`src/rtl/clk_ratio_monitor.sv`:
```
// clk_ratio_monitor
// Measures the period and the high-phase length of a divided clock in units of
// reference-clock cycles. The monitored clock is only ever treated as data: it
// is synchronised and scanned for rising edges. Two identical consecutive
// (period, high) measurements establish lock. A missing edge for 2^WIDTH-1
// cycles reports a timeout.
//
// Output qualification: o_valid is a level, not a handshake. While o_valid=1,
// o_ratio/o_high carry the locked measurement. While o_valid=0 they read zero.
// There is no ready input, so the consumer samples the outputs whenever it likes.
// o_change is a single-cycle pulse on the cycle where a lock is lost because a
// different measurement arrived.
module clk_ratio_monitor #(
  parameter int WIDTH = 8
) (
  input  logic             i_ref_clk,
  input  logic             i_rst_n,
  input  logic             i_mon_clk,
  input  logic             i_en,
  output logic [WIDTH-1:0] o_ratio,
  output logic [WIDTH-1:0] o_high,
  output logic             o_valid,
  output logic             o_change,
  output logic             o_timeout,
  output logic [2:0]       o_dbg_state
);

  typedef enum logic [2:0] {
    ST_IDLE    = 3'd0,
    ST_ACQUIRE = 3'd1,
    ST_MEASURE = 3'd2,
    ST_LOCKED  = 3'd3,
    ST_TIMEOUT = 3'd4
  } state_t;

  localparam logic [WIDTH-1:0] CNT_MAX = '1;
  localparam logic [WIDTH-1:0] CNT_ONE = WIDTH'(1);

  // Synchroniser and edge detector
  logic             r_sync_q1;
  logic             r_sync_s;
  logic             r_sync_d;
  logic             w_rise;

  // FSM and measurement counters
  state_t           r_state;
  state_t           w_state_nxt;
  logic [WIDTH-1:0] r_cnt;
  logic [WIDTH-1:0] r_hcnt;
  logic [WIDTH-1:0] w_cnt_nxt;
  logic [WIDTH-1:0] w_hcnt_nxt;
  logic             w_cnt_sat;
  logic             w_hcnt_sat;

  // Stored (period, high) pair from the most recent capture
  logic [WIDTH-1:0] r_pair_p;
  logic [WIDTH-1:0] r_pair_h;
  logic             r_pair_ok;
  logic [WIDTH-1:0] w_pair_p_nxt;
  logic [WIDTH-1:0] w_pair_h_nxt;
  logic             w_pair_ok_nxt;
  logic             w_match;

  // Registered outputs
  logic [WIDTH-1:0] r_ratio;
  logic [WIDTH-1:0] r_high;
  logic             r_valid;
  logic             r_change;
  logic             r_timeout;
  logic [WIDTH-1:0] w_ratio_nxt;
  logic [WIDTH-1:0] w_high_nxt;
  logic             w_valid_nxt;
  logic             w_change_nxt;
  logic             w_timeout_nxt;

  // Two-flop synchroniser followed by one delay flop for edge detection
  always_ff @(posedge i_ref_clk or negedge i_rst_n) begin
    if (!i_rst_n) begin
      r_sync_q1 <= 1'b0;
      r_sync_s  <= 1'b0;
      r_sync_d  <= 1'b0;
    end else begin
      r_sync_q1 <= i_mon_clk;
      r_sync_s  <= r_sync_q1;
      r_sync_d  <= r_sync_s;
    end
  end

  assign w_rise     = r_sync_s & ~r_sync_d;
  assign w_cnt_sat  = (r_cnt == CNT_MAX);
  assign w_hcnt_sat = (r_hcnt == CNT_MAX);

  // The pre-load counter values are the capture; compare them to the stored pair
  assign w_match = r_pair_ok && (r_cnt == r_pair_p) && (r_hcnt == r_pair_h);

  // Period and high counters: restart at 1 on every rise, saturate instead of wrapping
  always_comb begin
    w_cnt_nxt  = r_cnt;
    w_hcnt_nxt = r_hcnt;
    if (!i_en || (r_state == ST_IDLE)) begin
      w_cnt_nxt  = '0;
      w_hcnt_nxt = '0;
    end else if (w_rise) begin
      w_cnt_nxt  = CNT_ONE;
      w_hcnt_nxt = CNT_ONE;
    end else begin
      if (!w_cnt_sat) begin
        w_cnt_nxt = r_cnt + CNT_ONE;
      end
      if (r_sync_s && !w_hcnt_sat) begin
        w_hcnt_nxt = r_hcnt + CNT_ONE;
      end
    end
  end

  // Next-state, stored pair and next output values; a rise always beats saturation
  always_comb begin
    w_state_nxt   = r_state;
    w_pair_p_nxt  = r_pair_p;
    w_pair_h_nxt  = r_pair_h;
    w_pair_ok_nxt = r_pair_ok;
    w_change_nxt  = 1'b0;

    if (!i_en) begin
      w_state_nxt   = ST_IDLE;
      w_pair_p_nxt  = '0;
      w_pair_h_nxt  = '0;
      w_pair_ok_nxt = 1'b0;
    end else begin
      case (r_state)
        ST_IDLE: begin
          w_state_nxt   = ST_ACQUIRE;
          w_pair_p_nxt  = '0;
          w_pair_h_nxt  = '0;
          w_pair_ok_nxt = 1'b0;
        end
        ST_ACQUIRE: begin
          // The first rise only opens a period; nothing is captured yet
          if (w_rise) begin
            w_state_nxt = ST_MEASURE;
          end else if (w_cnt_sat) begin
            w_state_nxt = ST_TIMEOUT;
          end
        end
        ST_MEASURE: begin
          if (w_rise) begin
            w_pair_p_nxt  = r_cnt;
            w_pair_h_nxt  = r_hcnt;
            w_pair_ok_nxt = 1'b1;
            if (w_match) begin
              w_state_nxt = ST_LOCKED;
            end
          end else if (w_cnt_sat) begin
            w_state_nxt   = ST_TIMEOUT;
            w_pair_p_nxt  = '0;
            w_pair_h_nxt  = '0;
            w_pair_ok_nxt = 1'b0;
          end
        end
        ST_LOCKED: begin
          if (w_rise) begin
            if (!w_match) begin
              w_pair_p_nxt  = r_cnt;
              w_pair_h_nxt  = r_hcnt;
              w_pair_ok_nxt = 1'b1;
              w_change_nxt  = 1'b1;
              w_state_nxt   = ST_MEASURE;
            end
          end else if (w_cnt_sat) begin
            w_state_nxt   = ST_TIMEOUT;
            w_pair_p_nxt  = '0;
            w_pair_h_nxt  = '0;
            w_pair_ok_nxt = 1'b0;
          end
        end
        ST_TIMEOUT: begin
          // The recovering rise starts a fresh period, like the first rise in ACQUIRE
          if (w_rise) begin
            w_state_nxt = ST_MEASURE;
          end
        end
        default: begin
          w_state_nxt   = ST_IDLE;
          w_pair_p_nxt  = '0;
          w_pair_h_nxt  = '0;
          w_pair_ok_nxt = 1'b0;
        end
      endcase
    end

    w_valid_nxt   = (w_state_nxt == ST_LOCKED);
    w_timeout_nxt = (w_state_nxt == ST_TIMEOUT);
    w_ratio_nxt   = w_valid_nxt ? w_pair_p_nxt : '0;
    w_high_nxt    = w_valid_nxt ? w_pair_h_nxt : '0;
  end

  // State register
  always_ff @(posedge i_ref_clk or negedge i_rst_n) begin
    if (!i_rst_n) begin
      r_state <= ST_IDLE;
    end else begin
      r_state <= w_state_nxt;
    end
  end

  // Counter and stored-pair registers
  always_ff @(posedge i_ref_clk or negedge i_rst_n) begin
    if (!i_rst_n) begin
      r_cnt     <= '0;
      r_hcnt    <= '0;
      r_pair_p  <= '0;
      r_pair_h  <= '0;
      r_pair_ok <= 1'b0;
    end else begin
      r_cnt     <= w_cnt_nxt;
      r_hcnt    <= w_hcnt_nxt;
      r_pair_p  <= w_pair_p_nxt;
      r_pair_h  <= w_pair_h_nxt;
      r_pair_ok <= w_pair_ok_nxt;
    end
  end

  // Output registers
  always_ff @(posedge i_ref_clk or negedge i_rst_n) begin
    if (!i_rst_n) begin
      r_ratio   <= '0;
      r_high    <= '0;
      r_valid   <= 1'b0;
      r_change  <= 1'b0;
      r_timeout <= 1'b0;
    end else begin
      r_ratio   <= w_ratio_nxt;
      r_high    <= w_high_nxt;
      r_valid   <= w_valid_nxt;
      r_change  <= w_change_nxt;
      r_timeout <= w_timeout_nxt;
    end
  end

  assign o_ratio     = r_ratio;
  assign o_high      = r_high;
  assign o_valid     = r_valid;
  assign o_change    = r_change;
  assign o_timeout   = r_timeout;
  assign o_dbg_state = r_state;

endmodule

```
`config.mk`:
```
export PLATFORM = sky130hd
export DESIGN_NAME = clk_ratio_monitor
export DESIGN_NICKNAME = d
export VERILOG_FILES = /design/src/rtl/clk_ratio_monitor.sv
export SDC_FILE = /design/constraint.sdc
export NUM_CORES = 1
export LEC_CHECK = 0
export CAP_MARGIN = 5
export CORE_MARGIN = 2
export CORE_UTILIZATION = 52
export CTS_CLUSTER_SIZE = 25
export DETAILED_ROUTE_END_ITERATION = 10
export PLACE_DENSITY = 0.75
export SYNTH_ARGS = -nofsm -noshare
export SYNTH_HDL_FRONTEND = slang
export SYNTH_SLANG_ARGS = --single-unit
export TNS_END_PERCENT = 50
```
`constraint.sdc`:
```
create_clock -name i_ref_clk -period 2.2 [get_ports i_ref_clk]
set_clock_uncertainty 0.2 [all_clocks]
set_input_delay 0.66 -clock i_ref_clk [delete_from_list [all_inputs] [get_ports i_ref_clk]]
set_output_delay 0.66 -clock i_ref_clk [all_outputs]
set_load 0.03 [all_outputs]
```
==> results.txt, run 1 <==
The run finished, with violations left. The checks that failed: setup timing. The count of antenna diodes in the layout is 0, and the final-report hold violation count is 0. The synthesized design contains 58 register bits.

The tools report the launching element type of the critical path as a flop. The path length in cells of the critical path is 9. The floorplan step set the die width to 81.96 um.

Once detailed placement completed, the half-perimeter wirelength came to 5778 um. The number of nets in the layout was 411. A synthesized cell averages 9.161 um2. The number of buffer and inverter stages on the critical path was 3; the residual overflow from global routing was 0. In this run the number of H-tree levels came out at 3.

The count of boundary I/O pins is 26. The average via count per standard cell came out at 5.893. STA classifies the critical path endpoint as a flop. The relative max-transition margin was 0.6452.

The layout-stage area growth over the synthesis result was 33.65%; the largest driver fanout on the critical path was 8. In this run the worst hold path is classified as in -> async. The clock net in this run drives a total of 58 sinks.

The tightest hold path in the finished design has a slack of 106.1 ps. For the final cell utilization of the core, the log shows 0.7177. Critical path's top delay family: simple AND/OR/NAND/NOR gates. Overall die height: 81.96 um. In this run, the number of DRC markers left after iteration 0 of detailed routing was 230. Number of global-route vias before repair: 2,790. The area of the mapped netlist came out at 3161 um2. Leaving out fill and tap cells, the most frequent cells in the layout are dfrtp_1, buf_4, nand2_1, nor2_1, a21oi_2. In the final routed layout, each cell accounts on average for 18.07 um. The core region is 5886 um2. The worst-case reg-to-reg path depth came out at 9. At the pin with the least slew margin, the transition time is 525.5 ps.

The max-slew violation count is 0. The floorplan has 28 rows. The detailed-router iteration count before antenna repair was 4; the share of the clock period used by the worst path after layout was 1.011.

Counting every instance in the synthesized netlist gives 345. The final route contains 2,852 vias. The critical path class is reg -> reg.

At the worst endpoint, the arrival time is 2290 ps. Among all flip-flop cells after synthesis, the most frequent one is dfrtp_1. The quantity of I/O buffers inserted on ports came out at 25. Dividing total power by cell area gives a power density of 613.9 nW/um2. The maximum operating frequency was 449.4 MHz. The detail route stage leaves a number of antenna-violating nets equal to 0.

The final-layout fill cell count is 446. On the critical path, the stage with the largest delay is an instance of dfrtp_1. The run gives 4 as the total setup violations reported at the end of the flow. TritonCTS built the clock tree.

The number of buffers created by CTS is 9. The root buffer cell chosen for the clock tree is clkbuf_8. For the largest voltage drop on the vdd net, the log shows 0.7512 mV.

Leaving out fill and tap cells, the most frequent cell in the layout is dfrtp_1. The maximum root-to-sink buffer count was 2; the post-synthesis net count was 351. The tools report the initial antenna violation count as 0.

At the later pin of the worst-skew pair, clock insertion delay measures 350 ps. After layout, the design draws a total of 2.593 mW. Final critical-path setup slack: -25.20 ps.

The tools report the pin count of the biggest net entering global routing as 59. Weighted congestion reported at the end of routability-driven placement: 0.9268. Clock slew at the register clock pins of the worst setup and hold paths: 70 ps.

The synthesized design contains 0 enable-type register cells. Part of the Yosys area used for sequential elements: 0.4592. The critical path starts at r_cnt[1]. The die covers 6717 um2.

Biggest cell delay along the critical path: 400 ps. The run gives 0.2764 as the global-route usage over all layers. Cell taking the most area after synthesis: dfrtp_1. The tool flagged a number of max-cap violations equal to 0. The hold buffer count at cts was 0; the async set-reset flop share out of synthesis was 1.000. The leakage component of the power is 1.974 nW. The final layout contains routed wiring with a total length of 8746 um. For flop-to-flop paths, the worst setup slack is -30 ps. The smallest clock period supported by the final layout is computed as 2225 ps. Setup repair after global routing could not meet its margin everywhere.

The netlist uses 47 different library cells. The tools report the number of remaining DRC errors as 0. The area share of the largest cell type after synthesis works out to 0.4592.

The placed instances occupy a cell area of 3775 um2. The required time at the worst-slack endpoint is 2270 ps. The signal on the critical path passes through buf_6 > xnor2_4 > nand4_1 > nor4_4 > buf_4 > a21o_4 > buf_12 > o21ai_4 > a21oi_2.

The share of cells above drive strength 1 was 0.3130; the effective utilization at floorplan was 0.5370. The count of warnings emitted by yosys came out at 0. In this run the critical register-to-register path is launched from r_cnt[1]. Sorting the synthesized cells by area gives the leading types as dfrtp_1, nand2_1, a21oi_1. Design area: 4224 um2.

The first global-routing pass estimated 13,540 um of wire.
## metrics by stage
step           worst slack (ps)  setup TNS [ps]  cells
2_1_floorplan             2.602               0    345
3_3_place_gp             -19.42          -19.42    465
3_5_place_dp             -83.02           -1400    465
4_1_cts                  -11.87          -11.87    482
5_1_grt                  -106.6           -1615    484
6_report                 -25.20          -46.82    484
## worst register-to-register path: cells and delay by family (launching register included)
kind | cells | cell delay (ps)
AO/OA/AOI/OAI | 3 | 410
AND/OR/NAND/NOR | 2 | 530
buffers and inverters | 3 | 490
flip-flops | 1 | 400
XOR/XNOR | 1 | 130
## area by class of cell
type                            instances  area (um2)  area share
Multi-Input combinational cell        252        1728      0.4091
Clock buffer                           10       137.6     0.03258
Inverter                                7       26.28    0.006220
Clock inverter                          5       102.6     0.02429
Timing Repair Buffer                   77       683.2      0.1617
Tap cell                               75       93.84     0.02222
Sequential cell                        58        1453      0.3439
## metal layers
| metal | vias up | track usage | part of all wire |
|---|---|---|---|
| li1 | 1327 | - | - |
| met1 | 1408 | 0.3401 | 0.41 |
| met2 | 92 | 0.4545 | 0.50 |
| met3 | 25 | 0.07692 | 0.061 |
| met4 | 0 | 0.1183 | 0.026 |
| met5 | - | 0 | 0 |
## registers in the layout, summed over array words and instances (netlist names), 3 cells and up
name and cells:
o_high 8, o_ratio 8, r_cnt 8, r_hcnt 8, r_pair_h 8, r_pair_p 8
o_dbg_state 3
## cells in the mapped netlist (all sizes together), types with 2 or more instances
cell type / number
nor3: 7
a211oi: 2
a21oi: 34
o311ai: 2
clkbuf: 19
a21o: 2
ha: 2
nand2: 50
buf: 9
and4: 2
xor2: 8
xnor2: 13
and3: 6
a31oi: 5
dfrtp: 58
o21a: 14
nor2: 24
o31ai: 4
a41oi: 2
and2: 2
nand4: 7
nand3: 10
o21ai: 29
nor2b: 3
nand2b: 7
a311oi: 2
inv: 7
## cell families (layout without fill, tap and decap cells)
kind of cell               count (synthesis)  in the layout  share of synthesized area
adders and majority gates                  2              2                   0.007916
buffers and inverters                     35             99                    0.04949
DFF                                       58             58                     0.4592
AOI/OAI and AO/OA                        104            104                     0.2336
and+or+nand+nor                          124            124                     0.1884
xor gates and xnor gates                  21             21                    0.05820
muxes                                      1              1                   0.003167
## final timing paths
| path | end |
|---|---|
| worst min-delay path | o_high[1] |
| worst max-delay path | o_ratio[6] |
| worst max register to register | o_ratio[6] |
| min in group i_ref_clk | r_sync_s |
| max in group asynchronous | r_cnt[5] |
| worst min register to register | r_sync_s |
## power breakdown
part           total (mW)  internal (mW)  switching (mW)  leakage (nW)
registers            1.09           1.08         0.00821         0.798
clock network        1.22          0.775           0.443         0.118
logic               0.290          0.107           0.182          1.06
## timing repair
| action | in CTS | in global routing |
|---|---|---|
| gates resized for setup | 20 | 53 |
| pin swaps | 0 | 10 |
| endpoints found under the setup margin | 44 | 38 |
| gates cloned | 0 | 0 |
| buffers inserted | 2 | 2 |
Note: power is estimated with default switching activity, not from simulation.
==> inputs of run 2 (changes only) <==
--- a/config.mk
+++ b/config.mk
@@ -10,7 +10,7 @@
 export CORE_UTILIZATION = 52
 export CTS_CLUSTER_SIZE = 25
 export DETAILED_ROUTE_END_ITERATION = 10
-export PLACE_DENSITY = 0.75
+export PLACE_DENSITY = 0.81
 export SYNTH_ARGS = -nofsm -noshare
 export SYNTH_HDL_FRONTEND = slang
 export SYNTH_SLANG_ARGS = --single-unit
==> results.txt, run 2 (synthesis gave the netlist of run 1 again) <==
The flow ran to the end, but the final reports show violations. The checks that failed: setup timing. Input and output buffers added on the ports amount to 25.

The global-route usage over all layers is 0.2890. The path class of the tightest hold or removal check is in -> async. For this run the aggregate overflow at the end of global routing stands at 0. The overall die height is 81.96 um, and the maximum root-to-sink buffer count is 2. The placed instances occupy a cell area of 3785 um2.

The routed layout has 3,028 vias. Count of antenna diodes in the layout: 0. The share of the clock period used by the worst path after layout came out at 1.046. Clock latency on the worst-skew pair, taken at its later pin, is 350 ps. The total setup violations reported at the end of the flow is 26, and the multi-input logic area is 1728 um2. Summed over all cells, the static leakage comes to 1.912 nW. The arrival time at the worst endpoint was 2370 ps. The slew at the pin with the worst max-slew slack is 611.2 ps, and the total power is 2.410 mW. Routability-driven placement finished with a final weighted congestion of 0.9080. In the layout the commonest cells are buf_4, dfrtp_1, nand2_1, nor2_1.

The critical path contains buffers and inverters numbering 3 combined. The leading cell type in the layout, fill and taps excluded is buf_4. The count of nets left with antenna violations once routing finished came out at 0.

On the worst path, the slowest cell contributes a delay of 440 ps. For the CTS sink count, the log shows 58. Worst reg2reg path startpoint: r_cnt[7]. The cell seen most often among critical-path stages is buf_6. The worst setup path is captured at a flop.

The critical path goes through buf_6 > a222oi_1 > buf_4 > o2111a_1 > a21o_1 > buf_6 > o21ai_4 > a21oi_2. The number of remaining DRC errors was 0. From synthesis to final layout, the design area changed by 34.56%.

Max-cap violations in this run came to 0. The effective utilization at floorplan came out at 0.5370. The largest driver fanout on the critical path is 5, and the design area is 4253 um2. Wires add up to 9272 um.

After the last flow step, the layout net total stands at 421. Launching element type of the critical path: a flop. The number of buffers created by CTS is 9. In the routed layout, each cell is associated on average with a via count of 6.130.

The run gives 494 as the number of standard cells in the final layout excluding fillers. The share of cells above drive strength 1 is 0.3222. For the max-slew violation count, the log shows 0.

Prior to clock tree synthesis, the placed netlist has a worst setup slack of -133.3 ps. After clock tree synthesis, the clock-pin slew on the worst setup and hold paths is 70 ps. Broken down by cell family, the worst path's largest delay share belongs to compound AO/OA/AOI/OAI gates. After filler insertion, the fill cell instance count of the layout stands at 408.

The tools report the relative max-transition margin as 0.5921. The first global-routing pass estimated 14,360 um of wire. By startpoint and endpoint, the worst setup path is classified as reg -> reg. The tree is rooted in a clkbuf_8. At the worst endpoint, the required time is 2270 ps. In this run, post-CTS hold repair placed 0 buffers. The core region is 5886 um2. The maximum operating frequency came out at 434.5 MHz. On the critical path, the stage with the largest delay is an instance of a222oi_1. The run gives 1459 um2 as the sequential cell area. The final cell utilization of the core is 0.7226, and the power density over the cells is 566.6 nW/um2. The tools report the placed cell count as 468. Pin placement for this block handled 26 I/O pins.

The final-report hold violation count came out at 0. The number of rows created at floorplan is 28. In this run the number of H-tree levels came out at 3. Initial antenna violation count: 0.

The final critical-path setup slack was -101.5 ps; the horizontal extent of the die was 81.96 um. TritonCTS built the clock tree. The number of global-route vias before repair was 2,942. The pin count of the biggest net entering global routing came out at 59.

Worst setup path startpoint: r_cnt[7]. The run gives 352 as the DRC violation total after the first TritonRoute iteration. The tools report the HPWL after detailed placement as 5811 um.

Setup repair after global routing could not meet its margin everywhere. The worst-case IR drop observed on VDD is 0.4366 mV. The die outline area came out at 6717 um2. After detailed routing, the average wire length per cell comes to 18.77 um.

The first TritonRoute pass finished after 5 iterations. Counting I/O delays and the setup requirement, the final critical path takes 2302 ps.
## run 2: per-layer routing
metal / up-vias / wire length (um) / global-route usage
met5: - / 0 / 0
met4: 0 / 311 / 0.1350
met3: 35 / 617 / 0.08242
met2: 148 / 4522 / 0.4504
met1: 1491 / 3821 / 0.3709
li1: 1354 / - / -
## run 2: worst paths after layout
kind / endpoint / slack [ps] / depth (start not counted)
worst max-delay path: o_ratio[4] / -100 / 8
worst min-delay path: r_hcnt[5] / 110 / 2
worst max register to register: o_ratio[4] / -100 / 8
worst min register to register: r_sync_s / 160 / 0
max in group asynchronous: r_cnt[2] / 1430 / 2
min in group i_ref_clk: r_sync_s / 160 / 0
## run 2: timing repair
item                       in CTS  in global routing
resized for setup              41                 31
pin swaps                       6                 10
hold endpoints to repair        0                  0
setup endpoints to repair      49                 35
cloned                          1                  0
buffers inserted                5                  5
## run 2: area by class of cell
cell class	instances	area share
timing repair buffer	87	0.1745
tap	75	0.02207
multi-input combinational	252	0.4063
clock buffer	13	0.03972
clock inverter	2	0.008238
sequential	58	0.3430
inverter	7	0.006178
## run 2: report_power, final
| group | switching (mW) | internal [mW] |
|---|---|---|
| combinational | 0.185 | 0.104 |
| sequential | 0.0103 | 1.08 |
| clock | 0.424 | 0.608 |
## run 2: metrics by stage
stage                     hold slack [ps]  TNS, ps
final                               110.6    -1094
after global routing                129.9    -3108
after CTS                           114.6   -21.82
after detailed placement            150.3    -1412
after global placement              143.6   -835.1
after floorplan                     131.2        0
